[config.mk]
export PLATFORM = sky130hd
export DESIGN_NAME = id_imm_sequencer
export DESIGN_NICKNAME = d
export VERILOG_FILES = /design/src/rtl/imm_seq_pkg.sv /design/src/rtl/id_imm_decode.sv /design/src/rtl/id_imm_sequencer.sv
export SDC_FILE = /design/constraint.sdc
export NUM_CORES = 1
export LEC_CHECK = 0
export BUFFER_PORTS_ARGS = -buffer_cell sky130_fd_sc_hd__clkbuf_2
export CAP_MARGIN = 10
export CORE_MARGIN = 2
export CORE_UTILIZATION = 45
export CTS_CLUSTER_SIZE = 24
export DETAILED_ROUTE_END_ITERATION = 16
export PLACE_DENSITY = 0.67
export SLEW_MARGIN = 40
export SYNTH_ARGS = -nofsm -noshare
export SYNTH_HDL_FRONTEND = slang
export SYNTH_HIERARCHICAL = 1
export SYNTH_SLANG_ARGS = --single-unit
[constraint.sdc]
create_clock -name clk -period 4.2 [get_ports clk]
set_input_delay 0.42 -clock clk [delete_from_list [all_inputs] [get_ports clk]]
set_output_delay 0.42 -clock clk [all_outputs]
set_load 0.1 [all_outputs]
[src/rtl/imm_seq_pkg.sv]
// Shared definitions for the ID immediate sequencer: extension modes,
// MIPS32 opcode/funct constants, buffer states and the buffered entry layout.
package imm_seq_pkg;

  typedef enum logic [1:0] {
    MODE_SIGN16 = 2'b00,
    MODE_ZERO16 = 2'b01,
    MODE_LUI    = 2'b10,
    MODE_SHAMT  = 2'b11
  } imm_mode_e;

  typedef enum logic [1:0] {
    ST_EMPTY = 2'b00,
    ST_ONE   = 2'b01,
    ST_TWO   = 2'b10
  } buf_state_e;

  localparam logic [5:0] OP_SPECIAL = 6'h00;
  localparam logic [5:0] OP_REGIMM  = 6'h01;
  localparam logic [5:0] OP_BEQ     = 6'h04;
  localparam logic [5:0] OP_BNE     = 6'h05;
  localparam logic [5:0] OP_BLEZ    = 6'h06;
  localparam logic [5:0] OP_BGTZ    = 6'h07;
  localparam logic [5:0] OP_ADDI    = 6'h08;
  localparam logic [5:0] OP_ADDIU   = 6'h09;
  localparam logic [5:0] OP_SLTI    = 6'h0A;
  localparam logic [5:0] OP_SLTIU   = 6'h0B;
  localparam logic [5:0] OP_ANDI    = 6'h0C;
  localparam logic [5:0] OP_ORI     = 6'h0D;
  localparam logic [5:0] OP_XORI    = 6'h0E;
  localparam logic [5:0] OP_LUI     = 6'h0F;
  localparam logic [5:0] OP_LB      = 6'h20;
  localparam logic [5:0] OP_LH      = 6'h21;
  localparam logic [5:0] OP_LWL     = 6'h22;
  localparam logic [5:0] OP_LW      = 6'h23;
  localparam logic [5:0] OP_LBU     = 6'h24;
  localparam logic [5:0] OP_LHU     = 6'h25;
  localparam logic [5:0] OP_LWR     = 6'h26;
  localparam logic [5:0] OP_SB      = 6'h28;
  localparam logic [5:0] OP_SH      = 6'h29;
  localparam logic [5:0] OP_SWL     = 6'h2A;
  localparam logic [5:0] OP_SW      = 6'h2B;
  localparam logic [5:0] OP_SWR     = 6'h2E;

  localparam logic [5:0] FN_SLL     = 6'h00;
  localparam logic [5:0] FN_SRL     = 6'h02;
  localparam logic [5:0] FN_SRA     = 6'h03;

  typedef struct packed {
    logic [31:0] imm;
    imm_mode_e   mode;
    logic        use_imm;
    logic [31:0] pc;
    logic [31:0] instr;
  } entry_t;

endpackage

[src/rtl/id_imm_decode.sv]
// Combinational immediate decode: instruction word -> extended immediate,
// extension mode and use flag. Unrecognised encodings yield all-zero outputs.
module id_imm_decode
  import imm_seq_pkg::*;
(
  input  logic [31:0] instr,
  output logic [31:0] imm,
  output logic [1:0]  mode,
  output logic        use_imm
);

  logic [5:0] w_op;
  logic [5:0] w_funct;
  imm_mode_e  w_mode;

  assign w_op    = instr[31:26];
  assign w_funct = instr[5:0];
  assign mode    = w_mode;

  always_comb begin
    imm     = '0;
    w_mode  = MODE_SIGN16;
    use_imm = 1'b0;
    case (w_op)
      OP_ADDI, OP_ADDIU, OP_SLTI, OP_SLTIU,
      OP_LB, OP_LH, OP_LWL, OP_LW, OP_LBU, OP_LHU, OP_LWR,
      OP_SB, OP_SH, OP_SWL, OP_SW, OP_SWR,
      OP_BEQ, OP_BNE, OP_BLEZ, OP_BGTZ, OP_REGIMM: begin
        imm     = {{16{instr[15]}}, instr[15:0]};
        w_mode  = MODE_SIGN16;
        use_imm = 1'b1;
      end
      OP_ANDI, OP_ORI, OP_XORI: begin
        imm     = {16'b0, instr[15:0]};
        w_mode  = MODE_ZERO16;
        use_imm = 1'b1;
      end
      OP_LUI: begin
        imm     = {instr[15:0], 16'b0};
        w_mode  = MODE_LUI;
        use_imm = 1'b1;
      end
      OP_SPECIAL: begin
        if (w_funct == FN_SLL || w_funct == FN_SRL || w_funct == FN_SRA) begin
          imm     = {27'b0, instr[10:6]};
          w_mode  = MODE_SHAMT;
          use_imm = 1'b1;
        end
      end
      default: ;
    endcase
  end

endmodule

[src/rtl/id_imm_sequencer.sv]
// Two-entry (main + skid) decoded-immediate buffer between IF and EX.
// Optional stall counter enabled by defining IMM_SEQ_PERF_EN.
module id_imm_sequencer
  import imm_seq_pkg::*;
(
  input  logic        clk,
  input  logic        resetn,
  input  logic        in_valid,
  output logic        in_ready,
  input  logic [31:0] in_instr,
  input  logic [31:0] in_pc,
  input  logic        flush,
  output logic        out_valid,
  input  logic        out_ready,
  output logic [31:0] out_imm,
  output logic [1:0]  out_mode,
  output logic        out_use_imm,
  output logic [31:0] out_pc,
  output logic [31:0] out_instr
`ifdef IMM_SEQ_PERF_EN
  ,
  output logic [15:0] perf_stall_cnt
`endif
);

  buf_state_e r_state;
  buf_state_e w_next_state;
  entry_t     r_main;
  entry_t     r_skid;
  entry_t     w_dec;
  logic [1:0] w_dec_mode;
  logic       w_in_fire;
  logic       w_out_fire;
  logic       w_load_main_in;
  logic       w_load_skid_in;
  logic       w_main_from_skid;

  id_imm_decode u_decode (
    .instr   (in_instr),
    .imm     (w_dec.imm),
    .mode    (w_dec_mode),
    .use_imm (w_dec.use_imm)
  );

  assign w_dec.mode  = imm_mode_e'(w_dec_mode);
  assign w_dec.pc    = in_pc;
  assign w_dec.instr = in_instr;

  assign in_ready    = (r_state != ST_TWO);
  assign out_valid   = (r_state != ST_EMPTY);
  assign out_imm     = r_main.imm;
  assign out_mode    = r_main.mode;
  assign out_use_imm = r_main.use_imm;
  assign out_pc      = r_main.pc;
  assign out_instr   = r_main.instr;

  assign w_in_fire   = in_valid && in_ready;
  assign w_out_fire  = out_valid && out_ready;

  always_comb begin
    w_next_state     = r_state;
    w_load_main_in   = 1'b0;
    w_load_skid_in   = 1'b0;
    w_main_from_skid = 1'b0;
    if (flush) begin
      w_next_state = ST_EMPTY;
    end else begin
      case (r_state)
        ST_EMPTY: begin
          if (w_in_fire) begin
            w_next_state   = ST_ONE;
            w_load_main_in = 1'b1;
          end
        end
        ST_ONE: begin
          // Simultaneous in/out replaces main directly; skid stays unused.
          if (w_in_fire && w_out_fire) begin
            w_load_main_in = 1'b1;
          end else if (w_in_fire) begin
            w_next_state   = ST_TWO;
            w_load_skid_in = 1'b1;
          end else if (w_out_fire) begin
            w_next_state = ST_EMPTY;
          end
        end
        ST_TWO: begin
          if (w_out_fire) begin
            w_next_state     = ST_ONE;
            w_main_from_skid = 1'b1;
          end
        end
        default: w_next_state = ST_EMPTY;
      endcase
    end
  end

  always_ff @(posedge clk) begin
    if (!resetn) begin
      r_state <= ST_EMPTY;
      r_main  <= '0;
      r_skid  <= '0;
    end else begin
      r_state <= w_next_state;
      if (w_load_main_in) begin
        r_main <= w_dec;
      end else if (w_main_from_skid) begin
        r_main <= r_skid;
      end
      if (w_load_skid_in) begin
        r_skid <= w_dec;
      end
    end
  end

`ifdef IMM_SEQ_PERF_EN
  logic [15:0] r_stall_cnt;

  assign perf_stall_cnt = r_stall_cnt;

  // Cleared only by reset; flush leaves the running total intact.
  always_ff @(posedge clk) begin
    if (!resetn) begin
      r_stall_cnt <= '0;
    end else if (out_valid && !out_ready && (r_stall_cnt != '1)) begin
      r_stall_cnt <= r_stall_cnt + 16'd1;
    end
  end
`endif

endmodule

==> flow_summary.yaml <==
synth:
  synth_area_leaders: "dfxtp_1 (42%), o31ai_2 (10%), nand2_1 (8.1%)"
  yosys.area_share.xor_xnor_pct: 0
  synth_edf_count: 0
  synth.top_cell.area_share_pct: 42.4
  syn_nets: 1161
  muxShareOfSynthArea_pct: 0.106
  synth_simple_gate_area_share_pct: 16.2
  avgSynthCellArea_sq_um: 8.65
  synth_compound_area_share_pct: 34.5
  synth_top_area_cell: "dfxtp_1"
  yosysSeqAreaShare_pct: 42.4
  synth_ff_type: "dfxtp_1"
  yosys.cell_types.count: 45
  synth_top_family_by_area: "compound AO/OA/AOI/OAI gates"
  synth_area_sq_um: 9450
  synth_fa_ha_area_share_pct: 0
  synth_seq_cells: 200
  yosysWarningCount: 6
  async_reset_ff_share_pct: 0
  synth_cells: 1092
job:
  maxCapViolCount: 0
floorplan:
  dieArea_sq_um: 22200
  ios: 170
  die_width_microns: 149
  num_rows: 53
  core_area_sq_um: 20800
  fp.dieH_microns: 149
  start_util_pct: 45.4
layout:
  area_delta_synth_final_pct: 14.8
  final_cell_mix: "nand2_1 (204), dfxtp_1 (200), clkbuf_2 (168)"
  fillers: 1976
  utilization_pct: 52.1
  drive_gt1_share_pct: 26.3
  fin_cells: 1460
  diodes: 0
  layout.nets: 1241
  final_common_cell: "nand2_1"
hold_path:
  holdPathStages: 3
  hold_end: "r_skid[32]$_SDFFE_PN0P_"
  worstHoldPathType: "in -> reg"
  min_from: "in_pc[0]"
timing:
  setup_viol: 0
  maxSlewViolCount: 0
  clock_skew_ns: 0.0145
  slew_headroom_pct: 44.0
  max_slew.worst_pin.slew_ns: 0.840
  clock.fmax_mhz: 424
  rsz0062_at_grt: "false"
  min_period_ns: 2.36
  hold_violations: 0
  post-route-period-util_pct: 56.1
  fin_setup_tns_ns: 0
placement:
  gp_congestion: 0.743
  placedCellCount: 1428
  dp_hpwl_microns: 15200
  port_buffers: 169
setup_path:
  path_cells: "nor3b_2, buf_4, buf_4, nand3_1, a21boi_0"
  r2r-start: "r_state[1]$_SDFFE_PP0P_"
  cp.depth: 5
  cpMostUsedCell: "buf_4"
  worst_path_max_delay_cell: "buf_4"
  regToRegSetupSlack_ns: 1.84
  r2r-end: "r_skid[26]$_SDFFE_PN0P_"
  crit_path_start_kind: "flop"
  r2r_cells: 5
  cp_top_family: "buffers and inverters"
  cp_data_required_time_ns: 4.55
  cp-end-kind: "flop"
  crit_buf_inv: 2
  slowest_delay_ns: 0.73
  timing_worst_setup_path_type: "reg -> reg"
  cp.arrival_ns: 2.70
  critPathMaxFanout: 66
global_routing:
  grt_use_total_pct: 23.7
  grt_max_degree: 106
  antenna_found_initial: 0
  grt_remaining_overflow: 0
  grt_pass1_vias: 7918
  grt_first_pass_wirelength_microns: 42300
route:
  wl_per_cell_microns: 18.1
  drtIter0Drc: 593
  ant_nets: 0
  first_pass_iters: 5
  routed_via_density: 5.85
  route.detailed.drc: 0
  vias: 8536
  drt-total-wl_microns: 26400
clock_tree:
  cts_setup_buffers: 0
  cts-resized-gates: 0
  root_buffer: "clkbuf_16"
  cts_tree: "built"
  clk-insertion-delay-late_ns: 0.43
  h-tree-depth: 4
  cts_sinks: 200
  cts_buffers: 17
  path_clk_slew_ns: 0.07
  cts_hold_buf: 0
  cts_buffer_depth: 2
run_status:
  status: "complete, no violations"
power_and_ir_drop:
  peakVddDrop_mv: 0.270
  power_per_cell_area_nw_per_um2: 427
  p_leak_nw: 3.92
-- worst max-delay path by stage --
stage | slack [ns] | end | startpoint
detailed placement | 1.74 | r_skid[26]$_SDFFE_PN0P_ | in_valid
global route | 1.61 | r_skid[51]$_SDFFE_PN0P_ | r_state[1]$_SDFFE_PP0P_
CTS | 1.83 | r_skid[14]$_SDFFE_PN0P_ | r_state[1]$_SDFFE_PP0P_
global placement | 1.74 | out_imm[6]$_SDFFE_PN0P_ | in_instr[29]
floorplan | 2.30 | out_imm[16]$_SDFFE_PN0P_ | in_instr[26]
finish | 1.84 | r_skid[26]$_SDFFE_PN0P_ | r_state[1]$_SDFFE_PP0P_
-- cell families (layout without fill, tap and decap cells) --
| logic type | after synthesis | in the layout |
|---|---|---|
| flops | 200 | 200 |
| compound gates | 426 | 426 |
| mux | 1 | 1 |
| buf+inv | 126 | 219 |
| simple gates | 339 | 339 |
-- Yosys cell counts, types with 2 or more instances --
| library cell | count |
|---|---|
| nand3_1 | 99 |
| nand3b_1 | 2 |
| nor3b_1 | 2 |
| a21oi_1 | 2 |
| o21ai_0 | 80 |
| o31ai_2 | 79 |
| a21boi_1 | 29 |
| a21o_1 | 16 |
| dfxtp_1 | 200 |
| a21boi_0 | 70 |
| buf_1 | 17 |
| o31ai_1 | 20 |
| nand2b_1 | 3 |
| buf_6 | 14 |
| a22o_1 | 5 |
| clkbuf_1 | 51 |
| o21ai_1 | 20 |
| and2_1 | 11 |
| or2_1 | 2 |
| buf_2 | 38 |
| a31oi_1 | 99 |
| buf_4 | 5 |
| a2111oi_4 | 2 |
| nand2_1 | 204 |
| and3_1 | 2 |
-- registers in the layout, indices dropped and copies added, names as in the netlist --
register and cells:
r_skid 99, out_use_imm 1, r_state 2, out_imm 32, out_pc 32, out_mode 2, out_instr 32
-- layout make-up --
class | instances | area (sq um) | area share (%)
Clock inverter | 13 | 138 | 1.27
Tap cell | 275 | 344 | 3.17
Multi-Input combinational cell | 766 | 4850 | 44.7
Clock buffer | 19 | 453 | 4.17
Sequential cell | 200 | 4000 | 36.9
Timing Repair Buffer | 186 | 1050 | 9.71
Inverter | 1 | 3.75 | 0.0346
-- power breakdown --
| group | internal (mW) | switching [mW] | leakage (nW) | total (mW) |
|---|---|---|---|---|
| combinational | 0.190 | 0.779 | 2.01 | 0.969 |
| sequential | 1.97 | 0.0425 | 1.63 | 2.01 |
| clock | 0.868 | 0.782 | 0.281 | 1.65 |
-- routing by layer --
layer,global-route usage [%],part of all wire [%],up-vias
met5,0,0,-
met2,37.9,47,224
met3,4.92,4.8,34
met4,7.81,2.2,0
met1,31.9,46,4171
li1,-,-,4107
-- worst register-to-register path, stage by stage, from the launching register on --
cell and delay (ns):
dfxtp_1 0.42, nor3b_2 0.32, buf_4 0.42, buf_4 0.74
nand3_1 0.19, a21boi_0 0.19
-- stage by stage --
stage               power, mW  worst slack (ns)  cell area [sq um]  hold slack, ns
floorplan                2.82              2.30               9450           0.445
global placement         3.02              1.74              10200           0.451
detailed placement       3.02              1.74              10300           0.460
CTS                      4.66              1.83              10800           0.234
global route             4.79              1.61              10800           0.239
finish                   4.63              1.84              10800           0.244
No activity file was read; power rests on OpenSTA's default activity.
